**config.mk**
```make
export PLATFORM = sky130hd
export DESIGN_NAME = cpu_ctrl
export DESIGN_NICKNAME = d
export VERILOG_FILES = /design/src/rtl/cpu_pkg.sv /design/src/rtl/regfile_4x4.sv /design/src/rtl/cpu_ctrl.sv
export SDC_FILE = /design/constraint.sdc
export NUM_CORES = 1
export LEC_CHECK = 0
export ABC_AREA = 0
export BUFFER_PORTS_ARGS = -buffer_cell sky130_fd_sc_hd__buf_2
export CAP_MARGIN = 10
export CORE_AREA = 2 2 88 90
export DETAILED_ROUTE_END_ITERATION = 8
export DIE_AREA = 0 0 90 92
export HOLD_SLACK_MARGIN = 0.06
export PLACE_DENSITY_LB_ADDON = 0.05
export SLEW_MARGIN = 15
export SYNTH_ARGS = -nofsm -noshare
export SYNTH_HDL_FRONTEND = slang
export SYNTH_SLANG_ARGS = --single-unit
```
**constraint.sdc**
```tcl
create_clock -name clk -period 1.6 [get_ports clk]
set_input_delay 0.32 -clock clk [delete_from_list [all_inputs] [get_ports clk]]
set_output_delay 0.32 -clock clk [all_outputs]
set_load 0.02 [all_outputs]
```
**src/rtl/cpu_pkg.sv**
```systemverilog
// Shared types and constants for the 4-bit CPU control stage.
package cpu_pkg;

  localparam int DATA_W  = 4;
  localparam int ADDR_W  = 4;
  localparam int INSTR_W = 8;

  // Opcode field ir[7:6]
  localparam logic [1:0] OP_LDI  = 2'b00;
  localparam logic [1:0] OP_ADD  = 2'b01;
  localparam logic [1:0] OP_NAND = 2'b10;
  localparam logic [1:0] OP_JMP  = 2'b11;

  // ALU select encoding; equals op[1] for ADD/NAND
  localparam logic SEL_ADD  = 1'b0;
  localparam logic SEL_NAND = 1'b1;

  typedef enum logic [2:0] {
    S_FETCH,
    S_DECODE,
    S_EXEC,
    S_WB,
    S_HALT
  } state_t;

  // Instruction field helpers
  function automatic logic [1:0] ir_op(input logic [INSTR_W-1:0] ir);
    return ir[7:6];
  endfunction

  function automatic logic [1:0] ir_rd(input logic [INSTR_W-1:0] ir);
    return ir[5:4];
  endfunction

  function automatic logic [1:0] ir_rs(input logic [INSTR_W-1:0] ir);
    return ir[3:2];
  endfunction

  function automatic logic [DATA_W-1:0] ir_imm(input logic [INSTR_W-1:0] ir);
    return ir[3:0];
  endfunction

endpackage

```
**src/rtl/regfile_4x4.sv**
```systemverilog
// 4 x 4-bit register file: two asynchronous read ports, one synchronous
// write port, synchronous active-high clear. R0 is exported for debug.
module regfile_4x4
  import cpu_pkg::*;
(
  input  logic              clk,
  input  logic              rst,
  input  logic              we,
  input  logic [1:0]        wr_addr,
  input  logic [DATA_W-1:0] wr_data,
  input  logic [1:0]        rd_addr_a,
  input  logic [1:0]        rd_addr_b,
  output logic [DATA_W-1:0] rd_data_a,
  output logic [DATA_W-1:0] rd_data_b,
  output logic [DATA_W-1:0] r0
);

  logic [3:0][DATA_W-1:0] regs;

  // Register storage; reset wins over a same-cycle write
  always_ff @(posedge clk) begin
    if (rst)     regs          <= '0;
    else if (we) regs[wr_addr] <= wr_data;
  end

  assign rd_data_a = regs[rd_addr_a];
  assign rd_data_b = regs[rd_addr_b];
  assign r0        = regs[0];

endmodule

```
**src/rtl/cpu_ctrl.sv**
```systemverilog
// Sequencing control for the 4-bit CPU: fetch, decode, hold ALU operands
// for ALU_WAIT_CYCLES, write back. Optional feature macro ZERO_FLAG_EN adds
// a Z flag (zero_flag port) and turns JMP with ir[4]=1 into JZ.
module cpu_ctrl
  import cpu_pkg::*;
#(
  parameter int                ALU_WAIT_CYCLES = 2,
  parameter logic [ADDR_W-1:0] RESET_PC        = 4'h0
) (
  input  logic               clk,
  input  logic               rst,
  output logic [ADDR_W-1:0]  imem_addr,
  output logic               imem_req,
  input  logic [INSTR_W-1:0] imem_data,
  input  logic               imem_ack,
  output logic [DATA_W-1:0]  alu_a,
  output logic [DATA_W-1:0]  alu_b,
  output logic               alu_sel,
  input  logic [DATA_W-1:0]  alu_res,
  output logic               retire,
  output logic               halted,
  output logic [DATA_W-1:0]  dbg_r0
`ifdef ZERO_FLAG_EN
  ,
  output logic               zero_flag
`endif
);

  localparam logic [3:0] WAIT_LAST = 4'(ALU_WAIT_CYCLES - 1);

  state_t              state, state_nxt;
  logic [ADDR_W-1:0]   pc, pc_nxt;
  logic [INSTR_W-1:0]  ir;
  logic [3:0]          cnt, cnt_nxt;
  logic                ir_load, alu_load;
  logic                rf_we;
  logic [DATA_W-1:0]   rf_wdata;
  logic [DATA_W-1:0]   rd_val, rs_val;
  logic                jmp_taken;
  logic                z_load;

  logic [1:0]          op;
  logic [DATA_W-1:0]   imm;

  assign op  = ir_op(ir);
  assign imm = ir_imm(ir);

  regfile_4x4 u_rf (
    .clk       (clk),
    .rst       (rst),
    .we        (rf_we),
    .wr_addr   (ir_rd(ir)),
    .wr_data   (rf_wdata),
    .rd_addr_a (ir_rd(ir)),
    .rd_addr_b (ir_rs(ir)),
    .rd_data_a (rd_val),
    .rd_data_b (rs_val),
    .r0        (dbg_r0)
  );

`ifdef ZERO_FLAG_EN
  logic z_q;

  // Z tracks the last ADD/NAND result written back
  always_ff @(posedge clk) begin
    if (rst)         z_q <= 1'b0;
    else if (z_load) z_q <= (rf_wdata == '0);
  end

  assign zero_flag = z_q;
  // ir[4] selects the conditional form (JZ)
  assign jmp_taken = !ir[4] || z_q;
`else
  assign jmp_taken = 1'b1;
`endif

  // State register
  always_ff @(posedge clk) begin
    if (rst) state <= S_FETCH;
    else     state <= state_nxt;
  end

  // Next-state, datapath controls and retire strobe
  always_comb begin
    state_nxt = state;
    pc_nxt    = pc;
    cnt_nxt   = cnt;
    ir_load   = 1'b0;
    alu_load  = 1'b0;
    rf_we     = 1'b0;
    rf_wdata  = imm;
    z_load    = 1'b0;
    retire    = 1'b0;
    case (state)
      S_FETCH: begin
        // an ack only counts while a request is outstanding
        if (imem_req && imem_ack) begin
          ir_load   = 1'b1;
          state_nxt = S_DECODE;
        end
      end
      S_DECODE: begin
        alu_load = 1'b1;
        case (op)
          OP_LDI: state_nxt = S_WB;
          OP_ADD, OP_NAND: begin
            cnt_nxt   = '0;
            state_nxt = S_EXEC;
          end
          default: begin
            retire = 1'b1;
            if (!jmp_taken) begin
              pc_nxt    = pc + 1'b1;
              state_nxt = S_FETCH;
            end else if (imm == pc) begin
              // jump-to-self is the halt idiom
              state_nxt = S_HALT;
            end else begin
              pc_nxt    = imm;
              state_nxt = S_FETCH;
            end
          end
        endcase
      end
      S_EXEC: begin
        cnt_nxt = cnt + 1'b1;
        if (cnt == WAIT_LAST) state_nxt = S_WB;
      end
      S_WB: begin
        rf_we     = 1'b1;
        rf_wdata  = (op == OP_LDI) ? imm : alu_res;
        z_load    = (op != OP_LDI);
        pc_nxt    = pc + 1'b1;
        retire    = 1'b1;
        state_nxt = S_FETCH;
      end
      default: state_nxt = S_HALT;
    endcase
  end

  // PC, IR, wait counter, registered ALU operands and fetch request.
  // imem_req is registered so it is low in the first cycle after reset.
  always_ff @(posedge clk) begin
    if (rst) begin
      pc       <= RESET_PC;
      ir       <= '0;
      cnt      <= '0;
      alu_a    <= '0;
      alu_b    <= '0;
      alu_sel  <= SEL_ADD;
      imem_req <= 1'b0;
    end else begin
      pc       <= pc_nxt;
      cnt      <= cnt_nxt;
      imem_req <= (state_nxt == S_FETCH);
      if (ir_load) ir <= imem_data;
      if (alu_load) begin
        alu_a   <= rd_val;
        alu_b   <= rs_val;
        alu_sel <= op[1];
      end
    end
  end

  assign imem_addr = pc;
  assign halted    = (state == S_HALT);

endmodule

```
==> impl_metrics.csv <==
group,metric,value,unit
worst_setup_path,slowest_stage,"and4bb_4",
pwr,power_density,980,nW/um^2
worst_setup_path,arrival,1.75,ns
worst_setup_path,cp_num_buf_inv,1,
worst_setup_path,crit_path_end_kind,"flop",
worst_setup_path,slowest_delay,0.37,ns
synthesis,synthesis.nets,249,
clock_tree,cts_max_level,2,
sta,fin_crit_sh,97.5,%
worst_setup_path,critPathLaunchType,"flop",
final_layout,nFillCells,788,
clock_tree,cts_tree,"yes",
pwr,total_power,2.91,mW
final_layout,diodes,0,
pwr,p_leak,1.31,nW
synthesis,synth.distinct_cells,40,
detailed_routing,ant_nets,0,
sta,rsz0062_at_grt,"true",
final_layout,syn_to_final_growth,33.4,%
final_layout,final_core_util,39.9,%
synthesis,post-synth-top-area-fraction,40.4,%
detailed_routing,vias_per_cell,4.57,
sta,finalSetupViolations,0,
sta,max_slew_margin,66.9,%
sta,final.min_clock_period,1.56,ns
detailed_routing,vias,1784,
status,status,"complete, no violations",
grt,grt_pass1_vias,1838,
synthesis,ys_ff_latch,45,
synthesis,synth.area.top_cells,"dfxtp_1 40%, mux2i_1 11%, mux4_2 8.1%",
sta,worst_pin_slew,0.496,ns
synthesis,synthCells,229,
worst_setup_path,cp_max_fo,4,
detailed_routing,drt_wl_total,5.75,mm
synthesis,seq_area_frac_synth,40.4,%
synthesis,synth_area,2230,sq um
sta,hold_viol,0,
flow_run,max_cap_violations,0,
sta,fin_tns_setup,0,ns
sta,fin_skew,0.00747,ns
clock_tree,clock_latency,0.30,ns
final_layout,layout.cells.non_filler,390,
worst_setup_path,crit_cells,6,
place,post_dp_cell_area,2700,sq um
sta,final_max_slew_viol_count,0,
die,die_w,90,um
synthesis,synth_top_area_cell,"dfxtp_1",
final_layout,final_common_cell,"dfxtp_1",
synthesis,synth_warnings,0,
hold_path,hold_depth,3,
pwr,irDropWorstVdd,0.000393,V
die,die_y,92,um
worst_setup_path,reg2reg_depth,6,
die,start_util,29.9,%
worst_setup_path,criticalPathCategory,"reg2reg",
clock_tree,cts.sinks,45,
die,io_pins,35,
clock_tree,clock_path_buffers,2,
clock_tree,cts_buffers,5,
worst_setup_path,crit_required,1.79,ns
place,gp_congestion,0.753,
detailed_routing,wire_per_inst,14.7,um
detailed_routing,drt_iter0_markers,53,
die,coreArea,7450,sq um
grt,grt_usage,15.0,%
grt,antenna_found_initial,0,
grt,grt_pass1_wl,9.78,mm
hold_path,hold_path.class,"in2reg",
detailed_routing,dr.pass1.iters,4,
die,die-area,8280,sq um
final_layout,nets,307,
grt,grt_max_degree,24,
final_layout,layout-drive-gt1-share,39.2,%
worst_setup_path,critPathTopFamily,"multiplexers",
synthesis,avgSynthCellArea,9.73,sq um
clock_tree,clk_pin_slew_worst_paths,0.09,ns
clock_tree,clk_root_buffer_cell,"clkbuf_8",
final_layout,fin_area,2970,sq um
place,portBuffers,34,
grt,grt_overflow,0,
detailed_routing,drc,0,
sta,timing.fmax,641,MHz
place,dp_cells,378,
final_layout,final_cell_mix,"39 x dfxtp_1, 35 x nor2_1, 32 x buf_2, 32 x buf_4, 25 x mux2i_1",
place,post-dp-hpwl,4.21,mm
die,rows,32,
worst_setup_path,path_cells,"inv_2, ha_4, and4bb_4, mux2_4, mux2i_1, nor2_1",
==> layout make-up <==
cell class | instances | area [sq um] | share of cell area [%]
Tap cell | 102 | 128 | 4.29
Sequential cell | 45 | 913 | 30.7
Clock buffer | 5 | 68.8 | 2.31
Inverter | 6 | 22.5 | 0.758
Multi-Input combinational cell | 160 | 1290 | 43.4
Timing Repair Buffer | 69 | 483 | 16.2
Clock inverter | 3 | 68.8 | 2.31
==> cells in the mapped netlist, drive strengths merged <==
cell type,instances
o22a,1
a31oi,2
dfxtp,45
a211oi,3
and3b,1
a221oi,1
xor2,5
o31ai,1
inv,6
nor3,4
buf,13
mux2,4
nand3b,2
nand3,6
clkbuf,5
o211ai,1
o21a,1
o21ai,1
nor4,1
nand2,22
mux4,8
nor2,35
ha,5
and3,3
o31a,1
nor3b,4
a2111oi,1
mux2i,25
and4bb,1
or3b,2
a21oi,16
nand4,2
nor2b,1
==> stage by stage <==
stage               hold slack [ns]  setup slack [ns]
CTS                           0.233          0.000601
detailed placement            0.447            -0.116
global route                  0.244           -0.0580
finish                        0.242            0.0399
global placement              0.443           -0.0439
floorplan                     0.461            0.0529
==> path summary, 6_finish.rpt <==
| path | to | start | slack [ns] |
|---|---|---|---|
| min | ir[4] | imem_data[4] | 0.24 |
| max | u_rf.regs[13] | ir[7] | 0.04 |
| min reg2reg | alu_b[2] | alu_b[2] | 0.46 |
| max reg2reg | u_rf.regs[13] | ir[7] | 0.04 |
==> kinds of logic (layout without fill, tap and decap cells) <==
| group | Yosys count | in the layout | synth area share, % |
|---|---|---|---|
| fa+ha+maj | 5 | 5 | 2.81 |
| simple gates | 84 | 84 | 20.0 |
| compound gates | 29 | 29 | 7.97 |
| buf+inv | 24 | 83 | 5.50 |
| xor+xnor | 5 | 5 | 1.97 |
| flops | 45 | 45 | 40.4 |
| mux | 37 | 37 | 21.3 |
==> worst register-to-register path, cell delays in order (launching register included) <==
cell      delay [ns]
dfxtp_2         0.34
inv_2           0.04
ha_4            0.15
and4bb_4        0.37
mux2_4          0.34
mux2i_1         0.15
nor2_1          0.05
==> per-layer routing <==
metal	vias up	wire length (um)	track usage (%)
li1	913	-	-
met1	830	3000	21.2
met2	32	2450	22.6
met3	9	213	3.53
met4	0	91	5.00
met5	-	0	0
==> flip-flops by register name, indices dropped and copies added, names as in the netlist <==
signal and cells:
state 3, imem_req 1, alu_sel 1, u_rf.regs 12, cnt 4, u_rf.r0 4, alu_a 4, imem_addr 4
ir 8, alu_b 4
==> power breakdown <==
| group | internal [mW] | switching (mW) | total, mW |
|---|---|---|---|
| Combinational | 0.316 | 0.312 | 0.628 |
| Sequential | 1.17 | 0.0593 | 1.23 |
| Clock | 0.629 | 0.426 | 1.06 |
==> timing repair <==
action                                 CTS  global route
endpoints found under the hold margin    0             0
hold buffers                             0             0
setup buffers                            2             4
setup endpoints to repair               18            22
pin swaps                                2             6
resized for setup                       25             8
gates cloned                             0             0
Power figures use the tool's default switching activity.
